**src/rtl/cp0_unit.sv**
```systemverilog
// Coprocessor-0 exception/interrupt controller (SR, Cause, EPC) beside the M stage.
// Optional CP0_EPC_BYPASS_EN forwards an in-flight mtc0 EPC straight onto EPCOut.
module cp0_unit #(
    parameter logic [5:0]  SR_IM_RESET = 6'h00,
    parameter logic [31:0] HANDLER_PC  = 32'h0000_4180
) (
    input  logic        clk,
    input  logic        reset,
    input  logic [4:0]  A1,
    output logic [31:0] DOut,
    input  logic [4:0]  A2,
    input  logic [31:0] DIn,
    input  logic        WE,
    input  logic [31:0] VPC,
    input  logic        BDIn,
    input  logic [4:0]  ExcCodeIn,
    input  logic [5:0]  HWInt,
    input  logic        EXLClr,
    output logic        Req,
    output logic [31:0] EPCOut,
    output logic [31:0] HandlerPC,
    output logic        IntResp
);

    localparam logic [4:0] REG_SR    = 5'd12;
    localparam logic [4:0] REG_CAUSE = 5'd13;
    localparam logic [4:0] REG_EPC   = 5'd14;

    logic [5:0]  sr_im;
    logic        sr_exl;
    logic        sr_ie;
    logic        cause_bd;
    logic [5:0]  cause_ip;
    logic [4:0]  cause_exc;
    logic [31:0] epc;

    logic [31:0] sr_val;
    logic [31:0] cause_val;
    logic        int_req;
    logic        exc_req;

    assign sr_val    = {16'b0, sr_im, 8'b0, sr_exl, sr_ie};
    assign cause_val = {cause_bd, 15'b0, cause_ip, 3'b0, cause_exc, 2'b0};

    assign int_req = (|(HWInt & sr_im)) & sr_ie & ~sr_exl;
    assign exc_req = (ExcCodeIn != 5'd0) & ~sr_exl;

    assign Req       = int_req | exc_req;
    assign IntResp   = int_req;
    assign HandlerPC = HANDLER_PC;

    always_comb begin
        DOut = 32'b0;
        case (A1)
            REG_SR:    DOut = sr_val;
            REG_CAUSE: DOut = cause_val;
            REG_EPC:   DOut = epc;
            default:   DOut = 32'b0;
        endcase
    end

`ifdef CP0_EPC_BYPASS_EN
    assign EPCOut = (WE && A2 == REG_EPC && !Req) ? DIn : epc;
`else
    assign EPCOut = epc;
`endif

    always_ff @(posedge clk) begin
        if (reset) begin
            sr_im     <= SR_IM_RESET;
            sr_exl    <= 1'b0;
            sr_ie     <= 1'b0;
            cause_bd  <= 1'b0;
            cause_ip  <= 6'b0;
            cause_exc <= 5'b0;
            epc       <= 32'b0;
        end else begin
            cause_ip <= HWInt;
            if (Req) begin
                // mtc0 and eret in this cycle belong to flushed instructions
                sr_exl    <= 1'b1;
                cause_bd  <= BDIn;
                cause_exc <= int_req ? 5'd0 : ExcCodeIn;
                epc       <= BDIn ? VPC - 32'd4 : VPC;
            end else begin
                if (WE && A2 == REG_SR) begin
                    sr_im  <= DIn[15:10];
                    sr_exl <= DIn[1];
                    sr_ie  <= DIn[0];
                end
                if (WE && A2 == REG_EPC) begin
                    epc <= DIn;
                end
                if (EXLClr) begin
                    sr_exl <= 1'b0;
                end
            end
        end
    end

endmodule

```
**config.mk**
```make
export PLATFORM = sky130hd
export DESIGN_NAME = cp0_unit
export DESIGN_NICKNAME = d
export VERILOG_FILES = /design/src/rtl/cp0_unit.sv
export SDC_FILE = /design/constraint.sdc
export NUM_CORES = 1
export LEC_CHECK = 0
export ABC_AREA = 1
export CORE_UTILIZATION = 42
export CTS_BUF_LIST = sky130_fd_sc_hd__clkbuf_8
export DETAILED_ROUTE_END_ITERATION = 10
export GPL_TIMING_DRIVEN = 0
export PLACE_DENSITY = 0.83
export SETUP_SLACK_MARGIN = 0.02
export SYNTH_ARGS = -nofsm -noshare
export SYNTH_HDL_FRONTEND = slang
export SYNTH_SLANG_ARGS = --single-unit
```
**constraint.sdc**
```tcl
create_clock -name clk -period 1.5 [get_ports clk]
set_input_delay 0.225 -clock clk [delete_from_list [all_inputs] [get_ports clk]]
set_output_delay 0.225 -clock clk [all_outputs]
set_load 0.05 [all_outputs]
```
Word level (Yosys, flattened, before mapping)
Cells that the tools add are included.
{ "word_totals": {"out_inout_bits": 98, "regBits": 52, "inputBits": 90} }
{ "op_classes": {"mux": 8, "bitwise_logic": 7, "n_eq_ne": 5, "n_reduce_logical": 7, "addsub": 1} }
{ "op_table": {"columns": ["op", "n"], "rows": [
  ["2-to-1 mux 32 bit", 3],
  ["case mux 32 bit (3 select lines)", 1],
  ["subtractor 32 x 3 -> 32 bit (second input constant)", 1],
  ["equality test 5 x 4 -> 1 bit (second input constant)", 5],
  ["AND 6 bit", 1],
  ["OR reduction 6 bit", 1],
  ["2-to-1 mux 5 bit", 1],
  ["nonzero test 5 bit", 1],
  ["AND 1 bit", 3],
  ["2-to-1 mux 1 bit", 3],
  ["nonzero test 3 bit", 1],
  ["logical AND 1 bit", 2],
  ["NOT 1 bit", 2],
  ["AND reduction 2 bit", 1],
  ["nonzero test 2 bit", 1],
  ["OR 1 bit", 1]
]} }

Logic depth before layout (Yosys ltp)
{ "logic_depth": {"word_depth": 7, "mapped_depth": 12} }

Worst setup path before layout
Ideal clock, no wire load.
{ "synth_timing": {"path_kind": "input-to-output", "start": "in A1[3]", "end": "out DOut[2]", "setup_slack_ps": -704, "arrival_ps": 1979, "path_buffers": 2, "path_stages": 7, "t_required_ps": 1275, "path_cell_list": "nand2_1 nor2_1 and3_1 buf_2 inv_1 buf_2 o21ai_0"} }
{ "synth_via": {"elab_chain_cells": 2, "elab_cells_between_ends": 4, "classes_between": "eq/ne (3); mux (1)"} }
{ "synth_rtl": {"columns": ["item", "line_no", "text"], "rows": [
  ["from (decl)", "9", "input logic [4:0] A1,"],
  ["equality test 5 x 4 -> 1 bit", "54", "case (A1)"],
  ["case mux 32 bit (3 select lines) *", "54", null],
  ["to (decl)", "10", "output logic [31:0] DOut,"]
]} }
Mark *: on every way between the ends. The rest lies on a longest branch, timed or not.

Worst setup path in the final report
{ "layout_timing": {"start": "in ExcCodeIn[2]", "end": "reg epc[24] (netlist: EPCOut[24])"} }
{ "layout_via": {"elab_chain_cells": 4, "elab_cells_between_ends": 5, "classes_between": "mux (1); bitwise (2); reduce/logical (2)"} }
{ "layout_rtl": {"columns": ["item", "line_no", "text"], "rows": [
  ["from (decl)", "16", "input logic [4:0] ExcCodeIn,"],
  ["nonzero test 5 bit *", "46", "assign exc_req = (ExcCodeIn != 5'd0) & ~sr_exl;"],
  ["AND 1 bit *", "46", null],
  ["OR 1 bit *", "48", "assign Req = int_req | exc_req;"],
  ["2-to-1 mux 32 bit or nonzero test 2 bit (tied branches)", null, null],
  ["to (signal assigned)", "84", "epc <= BDIn ? VPC - 32'd4 : VPC;"],
  ["to (signal assigned)", "92", "epc <= DIn;"],
  ["to (decl)", "35", "logic [31:0] epc;"]
]} }
Marks and branches as above.
A chain may end at the register's enable or synchronous reset.

==> reports/qor.yml <==
outcome: "finished, violations left"
violations: "negative setup slack"
cp.required_ns: 1.73
critical_path.cell_chain: "clkdlybuf4s50_1, nor3_2, nand2_1, nand2_4, nand2_4, buf_12, nor2_8, buf_6, buf_6, nand2_2, nand2_1, a21oi_1"
vdd_drop_max_uv: 799
yosysSeqAreaShare_pct: 27.1
path_class: "in2reg"
tns_ns: -5.57
clk_path_buf_depth: 2
syn_area_um2: 3830
layout_setup_ws_ns: -0.276
synth_warnings: 0
grt_pass1_vias: 5077
postCtsHoldBufs: 0
nets: 961
die_h_um: 97.6
rsz0062_at_grt: "yes"
cap_violations: 0
cts_sinks: 52
viasPerCell: 5.69
finalHoldViolations: 0
period_needed_ns: 1.78
ys_types: 36
cts-root-buf: "clkbuf_8"
num_vias: 5567
end_kind: "flip-flop"
cts_tree: "built"
die_x_um: 97.6
ant_nets: 0
initial_core_util_pct: 43.8
cp.arrival_ns: 2.01
cp_max_fo: 8
crit_family: "buffers and inverters"
dr.pass1.iters: 5
core.rowCount: 34
setup_viol: 54
grt_pass1_wl_um: 26100
ioPinCount: 188
cp_slowest_cell: "clkdlybuf4s50_1"
antenna_found_initial: 0
drtIter0Drc: 493
synth_cells: 640
power_density_nw_per_um2: 702
die-area_um2: 9520
htree_levels: 2
post_drt_wl_per_cell_um: 20.9
tightest_slew_ns: 0.860
dp_slack_ns: -1.42
syn2layout_area_growth_pct: 89.6
ys_ff_latch: 52
fmax_mhz: 563
relSlewSlack_pct: 42.6
overflow: 0
core-area_um2: 8760
p_leak_nw: 3.37
max_stage_delay_ns: 0.48
drive_above_1_share_pct: 38.8
finalHoldWorstSlack_ns: 0.278
finalMaxSlewViolations: 0
finalClockSkew_ns: 0.0197
grt_max_degree: 17
numCtsBuffers: 5
crit_buf_inv: 4
syn_area_per_cell_um2: 5.99
antennaDiodeCount: 0
port_buffers: 155
clock_latency_ns: 0.34
gp_congestion: 0.901
fin_crit_sh_pct: 118
grt_usage_pct: 34.8
hpwl_um: 11600
wl_um: 20500
final_cell_area_um2: 7270
cp-start-kind: "primary input"
hp-class: "in2reg"
placed_area_um2: 5830
route.detailed.drc: 0
clk_pin_slew_worst_paths_ns: 0.12
## area by class of cell
| class | count | area, µm² |
|---|---|---|
| clock inverter | 3 | 90.1 |
| sequential | 52 | 1050 |
| multi-input combinational | 482 | 3040 |
| buffer | 54 | 531 |
| timing repair inverter | 1 | 11.3 |
| clock buffer | 5 | 68.8 |
| tap | 108 | 135 |
| inverter | 81 | 338 |
| fill | 485 | 1490 |
| timing repair buffer | 193 | 2020 |
## worst paths after layout
kind,start,to,slack (ns),cells after the start
max,ExcCodeIn[2],EPCOut[24],-0.28,12
min,HWInt[2],cause_ip[2],0.28,3
min reg2reg,EPCOut[26],EPCOut[26],0.50,2
max reg2reg,sr_im[0],EPCOut[24],-0.26,13
## synth_stat cells
master / count / area [µm²]
o21bai_1: 7 / 52.6
dfxtp_1: 52 / 1040
a21oi_1: 40 / 200
nand2_2: 1 / 6.26
conb_1: 2 / 7.51
nand4_1: 4 / 25.0
a22o_1: 3 / 26.3
nor3_1: 3 / 15.0
xor2_1: 8 / 70.1
a21o_1: 1 / 7.51
o211ai_1: 10 / 75.1
a31oi_1: 1 / 6.26
buf_4: 35 / 263
nor2_8: 2 / 40.0
nor3_2: 2 / 20.0
nor2_2: 3 / 18.8
nand2_4: 2 / 22.5
o221ai_1: 4 / 35.0
buf_2: 10 / 50.1
nor2_4: 1 / 11.3
inv_2: 3 / 11.3
inv_1: 77 / 289
a211oi_1: 2 / 15.0
clkbuf_1: 6 / 22.5
ha_1: 1 / 12.5
xnor2_1: 4 / 35.0
nand3_2: 1 / 10.0
o21ai_1: 1 / 5.00
inv_4: 1 / 6.26
and2_1: 1 / 6.26
o21ai_0: 35 / 175
nand2_1: 189 / 709
nand3_1: 25 / 125
buf_6: 4 / 45.0
nor2_1: 98 / 368
and3_1: 1 / 6.26
## cell families (layout without fill, tap and decap cells)
| family | after synthesis | in the layout | synth area share, % |
|---|---|---|---|
| XOR/XNOR | 12 | 12 | 2.74 |
| AO/OA/AOI/OAI | 104 | 104 | 15.6 |
| adder cells (fa/ha/maj) | 1 | 1 | 0.326 |
| buffers and inverters | 136 | 337 | 17.9 |
| other | 2 | 32 | 0.196 |
| AND/OR/NAND/NOR | 333 | 333 | 36.1 |
| flip-flops | 52 | 52 | 27.1 |
## routing by layer
metal  GRT usage, %  wire [µm]
met5              0          0
met4           18.6       1640
met3           6.47       2270
met2           61.0       9720
met1           39.8       6860
## state kept, by name, summed over array words and instances, names as in the netlist
| signal | flops |
|---|---|
| EPCOut | 32 |
| sr_im | 6 |
| cause_ip | 6 |
| sr_ie | 1 |
| sr_exl | 1 |
| cause_bd | 1 |
| cause_exc | 5 |
## power by group
part | internal (W) | leakage (nW) | switching [W]
sequential | 0.00149 | 0.433 | 0.000111
combinational | 0.000774 | 2.86 | 0.00133
clock | 0.000835 | 0.0784 | 0.000561
total | 0.00310 | 3.37 | 0.00201
## through the flow
step	util (%)	total power [W]	instances
floorplan	-	0.00259	670
global placement	66.5	0.00320	933
detailed placement	66.5	0.00322	933
CTS	74.9	0.00469	965
global route	83.0	0.00520	979
finish	83.0	0.00510	979
## cells in the final DEF, fill, tap and decap left out, types with 4 or more instances in the layout
master and instances:
o221ai_4 4, o21ai_1 10, nand2_1 137, buf_12 11, buf_8 9, o21bai_1 7, conb_1 32, a21oi_1 7
o211ai_1 10, nor2_2 22, dfxtp_2 4, o21ai_0 13, nand3_2 4, nand2_4 19, nand3_1 20, clkbuf_2 16
nor2_1 53, clkbuf_8 5, inv_1 72, o21ai_2 10, xor2_1 8, buf_4 51, buf_6 48, inv_2 5
clkdlybuf4s50_1 68, dlygate4sd2_1 15, clkdlybuf4s15_1 8, nor2_4 27, dfxtp_1 48, a21oi_2 32, nand2_2 36, nand4_1 4
dlymetal6s2s_1 9
## tightest hold or removal path: stages
cell	delay [ns]
dlygate4sd2_1	0.26
inv_1	0.07
nor2_1	0.04
## what timing repair did
item / 4_1_cts / 5_1_grt
pin swaps: 29 / 31
gates resized for setup: 406 / 224
buffers inserted: 18 / 14
setup endpoints to repair: 112 / 101
gates cloned: 6 / 3
(Power assumes the default switching activity.)
